<file path="src/rtl/ifm_feed_pkg.sv">
// Shared definitions for the IFM stream feeder: map size codes, padded
// geometry helpers and the frame FSM state type.
package ifm_feed_pkg;

    localparam int unsigned SEL_W = 3;
    // Wide enough for the largest padded dimension (450).
    localparam int unsigned DIM_W = 9;

    localparam logic [SEL_W-1:0] SEL_14  = 3'd0;
    localparam logic [SEL_W-1:0] SEL_28  = 3'd1;
    localparam logic [SEL_W-1:0] SEL_56  = 3'd2;
    localparam logic [SEL_W-1:0] SEL_112 = 3'd3;
    localparam logic [SEL_W-1:0] SEL_224 = 3'd4;
    localparam logic [SEL_W-1:0] SEL_448 = 3'd5;

    typedef enum logic [1:0] {
        IDLE,
        RUN,
        DRAIN
    } feed_state_t;

    // True for a size code the linebuffer supports.
    function automatic logic sel_valid(input logic [SEL_W-1:0] sel);
        return sel <= SEL_448;
    endfunction

    // Unpadded map width W for a size code.
    function automatic logic [DIM_W-1:0] map_width(input logic [SEL_W-1:0] sel);
        logic [DIM_W-1:0] w;
        case (sel)
            SEL_14:  w = 9'd14;
            SEL_28:  w = 9'd28;
            SEL_56:  w = 9'd56;
            SEL_112: w = 9'd112;
            SEL_224: w = 9'd224;
            SEL_448: w = 9'd448;
            default: w = 9'd14;
        endcase
        return w;
    endfunction

    // Padded dimension P = W + 2; equals the linebuffer's cumulative segment
    // length for the same code (16/30/58/114/226/450).
    function automatic logic [DIM_W-1:0] pad_len(input logic [SEL_W-1:0] sel);
        return map_width(sel) + DIM_W'(2);
    endfunction

endpackage

</file>
<file path="src/rtl/ifm_stream_feeder_if.sv">
// Bus bundle between the IFM feeder, its controller, the BRAM port and the
// linebuffer / PE array. master = feeder side, slave = everything around it.
interface ifm_stream_feeder_if
    import ifm_feed_pkg::*;
#(
    parameter int ADDR_W = 16,
    parameter int DATA_W = 8
);

    // Frame control
    logic              start;
    logic [SEL_W-1:0]  sel_cfg;
    logic [ADDR_W-1:0] base_addr;
    logic              busy;
    logic              done;
    logic              cfg_err;

    // Linebuffer size select
    logic [SEL_W-1:0]  sel_out;

    // BRAM read port
    logic              mem_rd_en;
    logic [ADDR_W-1:0] mem_addr;
    logic [DATA_W-1:0] mem_rdata;

    // Stream and window qualifiers
    logic [DATA_W-1:0] pix_out;
    logic              win_valid;
    logic              win_last;

    modport master (
        input  start, sel_cfg, base_addr, mem_rdata,
        output busy, done, cfg_err, sel_out,
        output mem_rd_en, mem_addr, pix_out, win_valid, win_last
    );

    modport slave (
        output start, sel_cfg, base_addr, mem_rdata,
        input  busy, done, cfg_err, sel_out,
        input  mem_rd_en, mem_addr, pix_out, win_valid, win_last
    );

endinterface

</file>
<file path="src/rtl/ifm_stream_feeder_pad_raster_counter.sv">
// Row/column raster counter over the padded P x P map. Holds the position
// that will be issued next and classifies it.
module pad_raster_counter
    import ifm_feed_pkg::*;
(
    input  logic             clk,
    input  logic             rst,
    input  logic             i_clear,
    input  logic             i_step,
    input  logic [DIM_W-1:0] i_pad_len,
    output logic             o_interior,
    output logic             o_win_pos,
    output logic             o_last
);

    logic [DIM_W-1:0] r_row;
    logic [DIM_W-1:0] r_col;
    logic [DIM_W-1:0] w_edge;
    logic             w_col_end;
    logic             w_row_end;

    assign w_edge    = i_pad_len - DIM_W'(1);
    assign w_col_end = (r_col == w_edge);
    assign w_row_end = (r_row == w_edge);

    // Advance column fastest, wrap into the next row at the padded edge.
    always_ff @(posedge clk) begin
        if (rst || i_clear) begin
            r_row <= '0;
            r_col <= '0;
        end else if (i_step) begin
            if (w_col_end) begin
                r_col <= '0;
                r_row <= w_row_end ? '0 : r_row + DIM_W'(1);
            end else begin
                r_col <= r_col + DIM_W'(1);
            end
        end
    end

    // Classify the current position: real pixel, window-complete, frame end.
    always_comb begin
        o_interior = (r_row != '0) && (r_row != w_edge) &&
                     (r_col != '0) && (r_col != w_edge);
        o_win_pos  = (r_row >= DIM_W'(2)) && (r_col >= DIM_W'(2));
        o_last     = w_row_end && w_col_end;
    end

endmodule

</file>
<file path="src/rtl/ifm_stream_feeder.sv">
// IFM stream feeder: reads one square channel from BRAM and emits a
// zero-padded raster stream into the 3x3 linebuffer, with window
// qualifiers aligned to the linebuffer's win3_3 register.
module ifm_stream_feeder
    import ifm_feed_pkg::*;
#(
    parameter int ADDR_W = 16,
    parameter int DATA_W = 8
) (
    input  logic                clk,
    input  logic                rst,
    ifm_stream_feeder_if.master bus
);

    feed_state_t       r_state;
    feed_state_t       w_state_nxt;

    logic              w_accept;
    logic              w_reject;
    logic              w_issue;
    logic              w_clear;
    logic [DIM_W-1:0]  w_pad_len;

    logic              w_interior;
    logic              w_win_pos;
    logic              w_last;

    logic [SEL_W-1:0]  r_sel_out;
    logic              r_cfg_err;

    // Issue stage (visible one cycle after the position is issued)
    logic              r_rd_en;
    logic [ADDR_W-1:0] r_mem_addr;
    logic [ADDR_W-1:0] r_run_addr;
    logic              r_pad_d1;
    logic              r_win_d1;
    logic              r_last_d1;

    // Delay pipeline
    logic              r_pad_d2;
    logic              r_win_d2;
    logic              r_win_d3;
    logic              r_last_d2;
    logic              r_last_d3;
    logic [DATA_W-1:0] r_pix;
    logic              r_win_valid;
    logic              r_win_last;
    logic              r_done;

    // The counter must already obey the new size on the accepting edge,
    // before sel_out has been updated.
    assign w_pad_len = (r_state == IDLE) ? pad_len(bus.sel_cfg) : pad_len(r_sel_out);

    pad_raster_counter u_raster (
        .clk        (clk),
        .rst        (rst),
        .i_clear    (w_clear),
        .i_step     (w_issue),
        .i_pad_len  (w_pad_len),
        .o_interior (w_interior),
        .o_win_pos  (w_win_pos),
        .o_last     (w_last)
    );

    // FSM state register.
    always_ff @(posedge clk) begin
        if (rst) begin
            r_state <= IDLE;
        end else begin
            r_state <= w_state_nxt;
        end
    end

    // FSM next-state logic.
    always_comb begin
        w_state_nxt = r_state;
        case (r_state)
            IDLE:    if (w_accept) w_state_nxt = RUN;
            RUN:     if (w_last)   w_state_nxt = DRAIN;
            DRAIN:   if (r_done)   w_state_nxt = IDLE;
            default: w_state_nxt = IDLE;
        endcase
    end

    // FSM outputs. Position (0,0) is issued on the accepting edge itself so
    // that its registered read controls appear in the first busy cycle;
    // RUN then issues one further position per edge up to and including
    // the last one.
    always_comb begin
        w_accept = 1'b0;
        w_reject = 1'b0;
        w_issue  = 1'b0;
        case (r_state)
            IDLE: begin
                w_accept = bus.start && sel_valid(bus.sel_cfg);
                w_reject = bus.start && !sel_valid(bus.sel_cfg);
                w_issue  = w_accept;
            end
            RUN:     w_issue = 1'b1;
            default: w_issue = 1'b0;
        endcase
        w_clear = !w_issue;
    end

    // Frame configuration: size select latch and bad-code pulse.
    always_ff @(posedge clk) begin
        if (rst) begin
            r_sel_out <= '0;
            r_cfg_err <= 1'b0;
        end else begin
            r_cfg_err <= w_reject;
            if (w_accept) begin
                r_sel_out <= bus.sel_cfg;
            end
        end
    end

    // Issue stage: BRAM request for interior positions, running address,
    // and first-stage pad/window flags. Non-issue cycles look like pad.
    always_ff @(posedge clk) begin
        if (rst) begin
            r_rd_en    <= 1'b0;
            r_mem_addr <= '0;
            r_run_addr <= '0;
            r_pad_d1   <= 1'b1;
            r_win_d1   <= 1'b0;
            r_last_d1  <= 1'b0;
        end else begin
            r_rd_en   <= w_issue && w_interior;
            r_pad_d1  <= !(w_issue && w_interior);
            r_win_d1  <= w_issue && w_win_pos;
            r_last_d1 <= w_issue && w_last;
            // (0,0) is always pad, so loading base never collides with a read.
            if (w_accept) begin
                r_run_addr <= bus.base_addr;
            end else if (w_issue && w_interior) begin
                r_mem_addr <= r_run_addr;
                r_run_addr <= r_run_addr + ADDR_W'(1);
            end
        end
    end

    // Delay pipeline: pixel mux on BRAM return, window flags aligned to win3_3.
    always_ff @(posedge clk) begin
        if (rst) begin
            r_pad_d2    <= 1'b1;
            r_win_d2    <= 1'b0;
            r_win_d3    <= 1'b0;
            r_last_d2   <= 1'b0;
            r_last_d3   <= 1'b0;
            r_pix       <= '0;
            r_win_valid <= 1'b0;
            r_win_last  <= 1'b0;
            r_done      <= 1'b0;
        end else begin
            r_pad_d2    <= r_pad_d1;
            r_win_d2    <= r_win_d1;
            r_win_d3    <= r_win_d2;
            r_last_d2   <= r_last_d1;
            r_last_d3   <= r_last_d2;
            r_pix       <= r_pad_d2 ? '0 : bus.mem_rdata;
            r_win_valid <= r_win_d3;
            r_win_last  <= r_last_d3;
            r_done      <= r_win_last;
        end
    end

    assign bus.busy      = (r_state != IDLE);
    assign bus.done      = r_done;
    assign bus.cfg_err   = r_cfg_err;
    assign bus.sel_out   = r_sel_out;
    assign bus.mem_rd_en = r_rd_en;
    assign bus.mem_addr  = r_mem_addr;
    assign bus.pix_out   = r_pix;
    assign bus.win_valid = r_win_valid;
    assign bus.win_last  = r_win_last;

endmodule

</file>
<file path="src/flat_wrapper.sv">
// flat-port wrapper written by rule: the top's interface ports become plain ports
module ifm_stream_feeder_flat import ifm_feed_pkg::*;
#(
    parameter int ADDR_W = 16,
    parameter int DATA_W = 8
)
  (clk, rst, bus_start, bus_sel_cfg, bus_base_addr, bus_mem_rdata, bus_busy, bus_done, bus_cfg_err, bus_sel_out, bus_mem_rd_en, bus_mem_addr, bus_pix_out, bus_win_valid, bus_win_last);
  ifm_stream_feeder_if #(.ADDR_W(ADDR_W), .DATA_W(DATA_W)) bus_i ();
  input  logic clk;
  input  logic rst;
  input wire logic [$bits(bus_i.start)-1:0] bus_start;
  input wire logic [$bits(bus_i.sel_cfg)-1:0] bus_sel_cfg;
  input wire logic [$bits(bus_i.base_addr)-1:0] bus_base_addr;
  input wire logic [$bits(bus_i.mem_rdata)-1:0] bus_mem_rdata;
  output wire logic [$bits(bus_i.busy)-1:0] bus_busy;
  output wire logic [$bits(bus_i.done)-1:0] bus_done;
  output wire logic [$bits(bus_i.cfg_err)-1:0] bus_cfg_err;
  output wire logic [$bits(bus_i.sel_out)-1:0] bus_sel_out;
  output wire logic [$bits(bus_i.mem_rd_en)-1:0] bus_mem_rd_en;
  output wire logic [$bits(bus_i.mem_addr)-1:0] bus_mem_addr;
  output wire logic [$bits(bus_i.pix_out)-1:0] bus_pix_out;
  output wire logic [$bits(bus_i.win_valid)-1:0] bus_win_valid;
  output wire logic [$bits(bus_i.win_last)-1:0] bus_win_last;
  assign bus_i.start = bus_start;
  assign bus_i.sel_cfg = bus_sel_cfg;
  assign bus_i.base_addr = bus_base_addr;
  assign bus_i.mem_rdata = bus_mem_rdata;
  assign bus_busy = bus_i.busy;
  assign bus_done = bus_i.done;
  assign bus_cfg_err = bus_i.cfg_err;
  assign bus_sel_out = bus_i.sel_out;
  assign bus_mem_rd_en = bus_i.mem_rd_en;
  assign bus_mem_addr = bus_i.mem_addr;
  assign bus_pix_out = bus_i.pix_out;
  assign bus_win_valid = bus_i.win_valid;
  assign bus_win_last = bus_i.win_last;
  ifm_stream_feeder #(.ADDR_W(ADDR_W), .DATA_W(DATA_W)) u_core (.clk(clk), .rst(rst), .bus(bus_i));
endmodule
</file>
<file path="config.mk">
export PLATFORM = sky130hd
export DESIGN_NAME = ifm_stream_feeder_flat
export DESIGN_NICKNAME = d
export VERILOG_FILES = /design/src/rtl/ifm_feed_pkg.sv /design/src/rtl/ifm_stream_feeder_if.sv /design/src/rtl/ifm_stream_feeder_pad_raster_counter.sv /design/src/rtl/ifm_stream_feeder.sv /design/src/flat_wrapper.sv
export SDC_FILE = /design/constraint.sdc
export NUM_CORES = 1
export LEC_CHECK = 0
export BUFFER_PORTS_ARGS = -buffer_cell sky130_fd_sc_hd__clkbuf_2
export CELL_PAD_IN_SITES_DETAIL_PLACEMENT = 0
export CELL_PAD_IN_SITES_GLOBAL_PLACEMENT = 1
export CORE_UTILIZATION = 46
export CTS_CLUSTER_SIZE = 16
export DETAILED_ROUTE_END_ITERATION = 8
export PLACE_DENSITY = 0.9
export SYNTH_ARGS = -nofsm -noshare
export SYNTH_HDL_FRONTEND = slang
export SYNTH_HIERARCHICAL = 1
export SYNTH_SLANG_ARGS = --single-unit
</file>
<file path="constraint.sdc">
create_clock -name clk -period 12.8 [get_ports clk]
set_input_delay 0.64 -clock clk [delete_from_list [all_inputs] [get_ports clk]]
set_output_delay 0.64 -clock clk [all_outputs]
set_load 0.01 [all_outputs]
</file>
==> results.md <==
* # fillers at roughly 900
* Post-Synth Simple-Gate Area at 0.2827
* Pwr dens at 112.9 nW/um^2
* Cts bufs inserted at 9
* Final-report max-slew violation count at 0
* Synth cell count leaders: dfxtp_1, nand2_1, nor2_1
* Clock net sink count at 76
* Fin nets at between 600 and 700
* Via count at around 3900
* Clock slew at reported path FFs at 0.09 ns
* Multi-input gate area at between 2000 and 3000 um^2
* EDFF count, synth at 0
* Worst-Skew Late Latency at between 0.3 and 0.4 ns
* Sw Share at 0.2915
* Crit start category: register
* Placer Congestion at 0.9025
* Most frequent cell after synthesis: dfxtp_1
* H-tree depth at 3
* Logic pwr share at 0.183
* Core Region at slightly above 9000 um^2
* Fin crit period at approximately 5.6 ns
* Worst setup slack after layout at 7.225 ns
* Synth area leaders: dfxtp_1, nand2_1, ha_1
* Mapped Cells at between 500 and 600
* Sequential share of the synthesized area at 0.3515
* PortBufs at between 60 and 70
* Most Crowded Layer GR: met2
* Async SR Flop Fraction at 0
* Die Footprint at a little under 10000 um^2
* Largest area contributor in the netlist: dfxtp_1
* Io pins at 63
* Antenna violations before repair at 0
* First-pass GRT wire length at ~17000 um
* FF+latch count, synth at between 70 and 80
* Largest vdd supply drop at between 50 and 60 uV
* Final setup fails at 0
* Die X at just under 100 um
* Post-Syn Area per Cell at slightly above 8 um^2
* Setup Fix Bufs, Post-CTS at 0
* Largest net degree at the start of global routing at 52
* Crit share post-route at 0.4355
* Initial Utilization at 0.4706
* Hold Vio Cnt, Final at 0
* Reg area at 1521 um^2
* CTS-repair resized insts at 0
* M1 GR Usage at 0.2730
* Fin Clk Skew at slightly above 0.01 ns
* Die Y at between 90 and 100 um
* CTS tree: done
* Worst Setup End Kind: register
* Worst EP required at between 10 and 15 ns
* Tot GR Track Use at 0.2110
* Hold Crit Class: register to register
* RSZ-0062 raised after global routing: false
* Main combinational cell family by area after synthesis: simple AND/OR/NAND/NOR gates
* Worst Path Max Fanout at 23
* Congestion Overflow GR at 0
* Antenna Nets Post-Route at 0
* Drt pass-1 iters at 5
* FP Rows at 35
* Post-Syn Area at about 4300 um^2
* Yosys top cell area share at 0.3515
* Met2 usage at 0.3416
* Worst slack at placement at 7.127 ns
* Setup_tns at 0 ns
* CP arrival at between 5 and 6 ns
* Reg power frac at 0.450
* Synth Area in Adders at 0.05088
* Placed instance count at 676
* Via density at between 5 and 6
* Antenna diodes at 0
* Final HPWL DP at 7059 um
* Mapped Nets at 578
* XOR/XNOR share of the synthesized area at 0.08095
* Ys flop type: dfxtp_1
* Max Clk Rate at about 0.18 GHz
* Post-synthesis mux area share at 0.01417
* Residual DRC at 0
* Status: complete, no violations
* Final core occ at 0.5305
* Max Cap Viol at 0
* Post-route insts no fill at between 600 and 700
* Unique masters post-synth at slightly above 70
* Slew margin rel. at 0.2678
* Pint at just under 0.4 mW
* Post-Route WL at 9767 um
* Worst r2r path cells at 15
* Vias in the first global route at 3623
* Net Sw Power at between 0.15 and 0.2 mW
* Layout cells sized above 1 at 0.1756
* Area Overhead vs Synth at 12.72%
* Met3 Track Usage GR at 0.04255
* WHS Path Cells at 1
* CTS Root Cell: clkbuf_8
* Detailed Route Iter0 Violations at 213
* Clock power frac at 0.367
* CTS Hold Bufs at 0
* CTS max path bufs at 2
* Worst-Margin Slew at between 1 and 1.5 ns
* Routed length per instance at between 10 and 15 um
* Setup CP Type: register to register
* Leak Pwr at 1.899 nW
* Compound-cell area share of the yosys netlist at 0.1651
* Synth warnings at 6
[cells in the final DEF (no fill, tap or decap), types with 9 or more instances in the layout]
| cell | netlist | routed |
|---|---|---|
| and2_1 | 12 | 12 |
| o21ai_0 | 10 | 10 |
| nand4_1 | 11 | 11 |
| xnor2_1 | 20 | 20 |
| inv_1 | 25 | 25 |
| nand2_1 | 62 | 62 |
| a21oi_1 | 34 | 34 |
| nor3_1 | 16 | 16 |
| dfxtp_1 | 76 | 76 |
| nand3_1 | 12 | 12 |
| a22oi_1 | 10 | 10 |
| nor2_1 | 41 | 41 |
| clkbuf_2 | 0 | 62 |
| clkbuf_8 | 0 | 9 |
| xor2_1 | 20 | 20 |
| nor2b_1 | 11 | 11 |
| ha_1 | 16 | 16 |
[worst max-delay path: stages (launching register included)]
cell     delay (ns)
dfxtp_1        0.48
inv_1          0.15
ha_1           0.38
o31ai_1        0.60
xnor2_1        0.42
or4b_1         0.68
o21a_1         0.25
nor4_1         0.35
nor3_2         0.15
or4_1          0.58
and3_1         0.24
nand2_1        0.12
or2_1          0.65
nor4_1         0.15
a21oi_1        0.16
a21oi_1        0.08
[state kept, by name (all words and copies together) (netlist names)]
register and count:
u_core/r_pad_d2 1, u_core/u_raster/r_col 9, u_core/bus.cfg_err 1, u_core/bus.win_last 1, u_core/bus.sel_out 3, u_core/r_run_addr 16, u_core/r_last_d2 1, u_core/r_win_d3 1
u_core/bus.pix_out 8, u_core/r_win_d2 1, u_core/bus.mem_addr 16, u_core/u_raster/r_row 9, u_core/bus.win_valid 1, u_core/r_win_d1 1, u_core/bus.mem_rd_en 1, u_core/r_pad_d1 1
u_core/r_last_d1 1, u_core/r_last_d3 1, u_core/bus.done 1, u_core/r_state 2
[kinds of logic (layout without fill, tap and decap cells)]
group	after synthesis	in the layout
flops	76	76
other cells	1	1
fa+ha+maj	18	18
compound gates	107	107
xor+xnor	40	40
mux	6	6
buf+inv	57	106
simple gates	227	227
[layout make-up]
cell class	count	share of cell area
multi-input combinational	399	0.5276
sequential	76	0.3119
clock inverter	7	0.02001
clock buffer	9	0.02539
timing repair buffer	64	0.06668
inverter	26	0.02001
tap	111	0.02847
[routing by layer]
| layer | vias to the layer above | share of wire |
|---|---|---|
| met4 | 0 | 0.023 |
| met3 | 17 | 0.044 |
| met5 | - | 0 |
| met1 | 1804 | 0.47 |
| li1 | 1949 | - |
| met2 | 104 | 0.46 |
[path summary, 6_finish.rpt]
path,start,to,slack (ns)
worst max-delay path,u_core/bus.sel_out[1],u_core/r_run_addr[5],7.23
worst min-delay path,u_core/r_pad_d1,u_core/r_pad_d2,0.42
worst max register to register,u_core/bus.sel_out[1],u_core/r_run_addr[5],7.23
worst min register to register,u_core/r_pad_d1,u_core/r_pad_d2,0.42
[metrics by stage]
step           cell area, um^2  hold WS, ns  power, mW
3_3_place_gp              4657       0.3942     0.3512
3_5_place_dp              4657       0.3932     0.3535
2_1_floorplan             4328       0.3895     0.3308
5_1_grt                   4878       0.4401     0.5791
4_1_cts                   4878       0.4369     0.5559
6_report                  4878       0.4247     0.5509
[power by group through the flow]
stage               clock (mW)  sequential [mW]  combinational, mW
detailed placement           0            0.254             0.0999
global route             0.218            0.249              0.112
CTS                      0.208            0.248              0.101
finish                   0.202            0.248              0.101
global placement             0            0.253             0.0980
floorplan                    0            0.251             0.0799
(Power assumes the default switching activity.)
